==> config.mk <==
export PLATFORM = sky130hd
export DESIGN_NAME = alu_seq_unit
export DESIGN_NICKNAME = d
export VERILOG_FILES = /design/src/rtl/alu_pkg.sv /design/src/rtl/alu_comb_core.sv /design/src/rtl/alu_seq_unit.sv
export SDC_FILE = /design/constraint.sdc
export NUM_CORES = 1
export LEC_CHECK = 0
export ABC_AREA = 1
export CAP_MARGIN = 5
export CORE_MARGIN = 3
export CORE_UTILIZATION = 35
export CTS_CLUSTER_DIAMETER = 40
export DETAILED_ROUTE_END_ITERATION = 16
export PLACE_DENSITY = 0.6
export SLEW_MARGIN = 40
export SYNTH_ARGS = -nofsm -noshare
export SYNTH_HDL_FRONTEND = slang
export SYNTH_SLANG_ARGS = --single-unit
export TNS_END_PERCENT = 20
==> constraint.sdc <==
create_clock -name clk -period 2.3 [get_ports clk]
set_input_delay 0.46 -clock clk [delete_from_list [all_inputs] [get_ports clk]]
set_output_delay 0.46 -clock clk [all_outputs]
set_load 0.01 [all_outputs]
==> src/rtl/alu_pkg.sv <==
// alu_pkg: shared ALU operation codes, width defaults and sequencer state type
package alu_pkg;
   localparam int DATA_W_DEF  = 32;
   localparam int SHAMT_W_DEF = 5;
   typedef enum logic [3:0] {
      OP_AND  = 4'b0000,
      OP_OR   = 4'b0001,
      OP_ADD  = 4'b0010,
      OP_SLL  = 4'b0011,
      OP_SRA  = 4'b0100,
      OP_SRL  = 4'b0101,
      OP_SUB  = 4'b0110,
      OP_XOR  = 4'b0111,
      OP_SLT  = 4'b1000,
      OP_SLTU = 4'b1001,
      OP_SGE  = 4'b1010,
      OP_SGEU = 4'b1011
   } alu_op_e;
   typedef enum logic [1:0] {
      IDLE  = 2'd0,
      SHIFT = 2'd1,
      DONE  = 2'd2
   } state_e;
endpackage

==> src/rtl/alu_comb_core.sv <==
// alu_comb_core: single-cycle logic, arithmetic and compare operations
module alu_comb_core
   import alu_pkg::*;
#(
   parameter int DATA_W = DATA_W_DEF
) (
   input  alu_op_e           op,
   input  logic [DATA_W-1:0] a,
   input  logic [DATA_W-1:0] b,
   output logic [DATA_W-1:0] y
);
   // non-shift result; shift and undefined codes yield zero, compares are zero-extended
   always_comb begin
      y = '0;
      case (op)
         OP_AND:  y = a & b;
         OP_OR:   y = a | b;
         OP_ADD:  y = a + b;
         OP_SUB:  y = a - b;
         OP_XOR:  y = a ^ b;
         OP_SLT:  y[0] = $signed(a) < $signed(b);
         OP_SLTU: y[0] = a < b;
         OP_SGE:  y[0] = $signed(a) >= $signed(b);
         OP_SGEU: y[0] = a >= b;
         default: y = '0;
      endcase
   end
endmodule

==> src/rtl/alu_seq_unit.sv <==
// alu_seq_unit: handshaked ALU with a bit-serial shifter and registered result
module alu_seq_unit
   import alu_pkg::*;
#(
   parameter int DATA_W  = DATA_W_DEF,
   parameter int SHAMT_W = SHAMT_W_DEF
) (
   input  logic              clk,
   input  logic              reset,
   input  logic              in_valid,
   output logic              in_ready,
   input  logic [3:0]        operation,
   input  logic [DATA_W-1:0] src_a,
   input  logic [DATA_W-1:0] src_b,
   output logic              out_valid,
   input  logic              out_ready,
   output logic [DATA_W-1:0] result,
   output logic              zero
);
   state_e              state, state_nx;
   alu_op_e             op_in, op_q;
   logic [SHAMT_W-1:0]  shamt, cnt;
   logic [DATA_W-1:0]   core_y, shifted;
   logic                accept, in_shift;

   assign op_in     = alu_op_e'(operation);
   assign shamt     = src_b[SHAMT_W-1:0];
   assign in_shift  = op_in inside {OP_SLL, OP_SRA, OP_SRL};
   assign in_ready  = state == IDLE && !reset;
   assign out_valid = state == DONE;
   assign accept    = in_valid && in_ready;
   // the result register doubles as the shift accumulator; its MSB is the original sign for SRA
   assign shifted   = op_q == OP_SLL ? {result[DATA_W-2:0], 1'b0}
                    : {op_q == OP_SRA && result[DATA_W-1], result[DATA_W-1:1]};

   alu_comb_core #(.DATA_W(DATA_W)) u_core (
      .op (op_in),
      .a  (src_a),
      .b  (src_b),
      .y  (core_y)
   );

   // state register
   always_ff @(posedge clk)
      state <= reset ? IDLE : state_nx;

   // next state: zero-length shifts skip SHIFT, DONE waits for the consumer
   always_comb
      state_nx = state == IDLE  ? (accept ? (in_shift && shamt != '0 ? SHIFT : DONE) : IDLE)
               : state == SHIFT ? (cnt == SHAMT_W'(1) ? DONE : SHIFT)
               : (out_ready ? IDLE : DONE);

   // datapath: capture on accept, shift one bit per SHIFT cycle, hold otherwise
   always_ff @(posedge clk) begin
      if (reset) begin
         result <= '0;
         zero   <= 1'b0;
         cnt    <= '0;
         op_q   <= OP_AND;
      end else if (accept) begin
         op_q   <= op_in;
         cnt    <= shamt;
         result <= in_shift ? src_a : core_y;
         zero   <= in_shift ? src_a == '0 : core_y == '0;
      end else if (state == SHIFT) begin
         result <= shifted;
         zero   <= shifted == '0;
         cnt    <= cnt - SHAMT_W'(1);
      end
   end
endmodule

==> out/summary.txt <==
outcome: finished, violations left
failing checks: negative setup slack
mapped cell area: 9199 sq um
Hold Crit Class: flop to flop
synthesized netlist cell count: 1694
Root Buffer: clkbuf_16
# DRC: 0
crit share post-route: 115.2%
CP startpoint: src_a[0]
CTS H-tree lvls: 2
Max-slew headroom: 64.48%
global routing usage on met3: 3.076%
met1 usage: 39.39%
fin cells: 2518
Seq pwr share: 17.0%
total wire length: 44.10 mm
clock tree buffer depth: 2
Reg clk slew, reported paths: 60 ps
CP Max Fanout: 4
placed cells: 2465
PortBufs: 106
Die Span X: 168.1 microns
Sw Share: 44.86%
Layout area overhead: 71.01%
Clk Latency, worst-skew pair: 290 ps
global placement routability congestion: 0.9853
Slew Limit Fails: 0
Max-Cap Viols: 0
CTS tree: built
Setup CP Type: input port to flop
first-pass GRT wire length: 69.39 mm
Crit. End Element: flop
#FFs+latches synth: 44
Design Area, Final: 15730 sq um
r2r setup slk: 90 ps
Unique masters post-synth: 50
fin crit period: 2650 ps
via count: 13.16k
number of cells on the worst reg-to-reg path: 10
layout cell share with drive strength beyond 1: 43.42%
Ys Warns: 0
Worst Hold Depth: 2
Req. time, crit path: 2490 ps
Worst Hold Path EP: cnt[1]
Max VDD drop: 0.0003149 V
Power Density: 334.6 nW/um^2
combinational group share of total power: 68.9%
starting density of the core: 36.11%
vias per cell: 5.226
TritonCTS Buffers: 5
Top FF cell, synth: dfxtp_1
clock sinks: 44
Cell Rows: 58
clock share of power: 14.0%
actual slew at the worst max-slew pin: 527.9 ps
Post-DRT Antenna Nets: 0
Buf+Inv Stages, Crit Path: 15
Clock Skew: 6.653 ps
CP dominant cell by count: buf_6
number of global-route vias before repair: 13.00k
Die H: 168.1 microns
gr busiest metal: met2
CP peak stage delay: 380 ps
Iteration-0 DRC Markers: 1154
CP arrival: 2840 ps
Layout Nets: 2360
Syn Nets: 1867
pin count of the biggest net entering global routing: 54
initial antenna violation count: 0
Internal: 2.903 mW
cts hold-fix bufs: 0
CP cell instances: buf_8 -> buf_8 -> inv_16 -> ha_4 -> inv_4 -> fa_2 -> inv_2 -> nand2_2 -> nand2_2 -> nor2_1 -> nor2_1 -> nand3_2 -> buf_4 -> buf_4 -> buf_6 -> buf_6 -> buf_6 -> buf_6 -> buf_6 -> buf_6 -> buf_6 -> o21ai_2 -> inv_1
CP Launch Type: input port
Post-synth EDFFs: 0
area after detailed placement: 13520 sq um
n_diodes: 0
setup ws final: -349.8 ps
I/O pin cnt: 107
Worst path slowest cell: fa_2
met2 Usage GRT: 50.57%
die footprint: 28260 sq um
first drt pass iteration count: 6
sequential share of the synthesized area: 9.576%
Leakage: 7.998 nW
Setup Viol. Count Final: 22
Place WS: -1307 ps
P_sw: 2.361 mW
per-cell routed wire length: 17.51 microns
GRT Overall Usage: 30.33%
Avg Cell Area, Syn: 5.430 sq um
hpwl dp: 35.81 mm
core outline area: 25470 sq um
highest clock rate: 0.3774 GHz
reg2reg end: zero
Post-synth ARST share: 0%
aggregate global routing overflow: 0
worst r2r src: op_q[1]
RSZ-0062 raised after global routing: true
Final Hold Viols: 0
critical path's top delay family: buffers and inverters
Hold Startpoint: cnt[1]
==> registers in the layout, indices dropped and copies added (netlist names) <==
| name | count |
|---|---|
| zero | 1 |
| state | 2 |
| cnt | 5 |
| result | 32 |
| op_q | 4 |
==> stage by stage <==
stage / total power, mW / util (%) / hold slack (ps) / setup TNS [ps]
2_1_floorplan: 2.343 / - / 449.0 / -103.1
3_3_place_gp: 3.812 / 53.08 / 462.1 / -27610
3_5_place_dp: 3.828 / 53.08 / 478.2 / -28390
4_1_cts: 5.103 / 60.74 / 488.9 / -3756
5_1_grt: 5.600 / 61.76 / 517.0 / -7905
6_report: 5.264 / 61.76 / 490.5 / -3892
==> power by group through the flow <==
stage / Sequential, mW / Combinational (mW) / Clock [mW]
finish: 0.897 / 3.63 / 0.739
global route: 0.906 / 3.91 / 0.784
CTS: 0.896 / 3.46 / 0.752
detailed placement: 0.912 / 2.92 / 0
global placement: 0.913 / 2.90 / 0
floorplan: 0.916 / 1.43 / 0
==> routing by layer <==
layer  up-vias  part of all wire [%]
met5         -                     0
met4         0                   5.7
met3       128                   5.7
met2       491                    46
met1      6081                    43
li1       6460                     -
==> kinds of logic after synthesis <==
kind of cell               after synthesis  synth area share (%)
xor gates and xnor gates                 5                0.4761
DFF                                     44                 9.576
adders and majority gates              101                 13.90
muxes                                    8                0.9521
and+or+nand+nor                        895                 41.35
buffers and inverters                  340                 14.88
AOI/OAI and AO/OA                      301                 18.87
==> Yosys cell counts, drive strengths merged, types with 20 or more instances <==
| master | number | share of area, % |
|---|---|---|
| inv | 279 | 11 |
| nor2 | 212 | 8.9 |
| clkbuf | 20 | 0.82 |
| dfxtp | 44 | 9.6 |
| o22ai | 22 | 1.5 |
| buf | 36 | 2.5 |
| ha | 99 | 13 |
| a21oi | 112 | 6.6 |
| o21ai | 106 | 5.8 |
| nand2 | 478 | 20 |
| nand4 | 34 | 2.3 |
| nand3 | 136 | 7.7 |
==> how the worst max path moves through the flow <==
stage | slack (ps) | depth (start not counted) | endpoint
6_report | -350 | 23 | result[2]
3_5_place_dp | -1310 | 22 | zero
3_3_place_gp | -1290 | 22 | zero
5_1_grt | -500 | 23 | zero
4_1_cts | -410 | 23 | zero
2_1_floorplan | -100 | 23 | zero
==> repair_timing <==
action                                  in CTS  in global routing
buffers inserted                            43                  5
endpoints found under the setup margin      33                 28
pin swaps                                  159                 59
resized for setup                          584                 92
==> cell usage in the layout (no fill, tap or decap), types with 39 or more instances in the layout <==
master,netlist,routed
nand2_1,462,366
inv_2,26,106
nor2_2,8,52
ha_1,99,54
dfxtp_1,44,44
nor2_1,203,126
buf_4,14,392
o21ai_0,96,81
a21oi_1,104,65
nand2_2,13,95
nand3_1,131,102
inv_1,253,170
clkdlybuf4s50_1,0,39
==> worst register-to-register path, stage by stage, from the launching register on <==
cell	delay (ps)
dfxtp_1	300
inv_1	80
nor2_1	60
nand2_1	110
buf_12	230
mux2_2	400
nor4_1	330
nand4_1	210
nor2_1	130
a32oi_1	150
a21oi_2	140
==> final cells by class <==
| cell class | instances | area [sq um] |
|---|---|---|
| well taps | 330 | 412.9 |
| clock buffers | 7 | 142.6 |
| fillers | 2438 | 9741 |
| repair buffers | 542 | 4506 |
| multi-input cells | 1310 | 8690 |
| flip-flops and latches | 44 | 880.8 |
| inverters | 284 | 1092 |
| clock inverters | 1 | 7.507 |
Note: power is estimated with default switching activity, not from simulation.
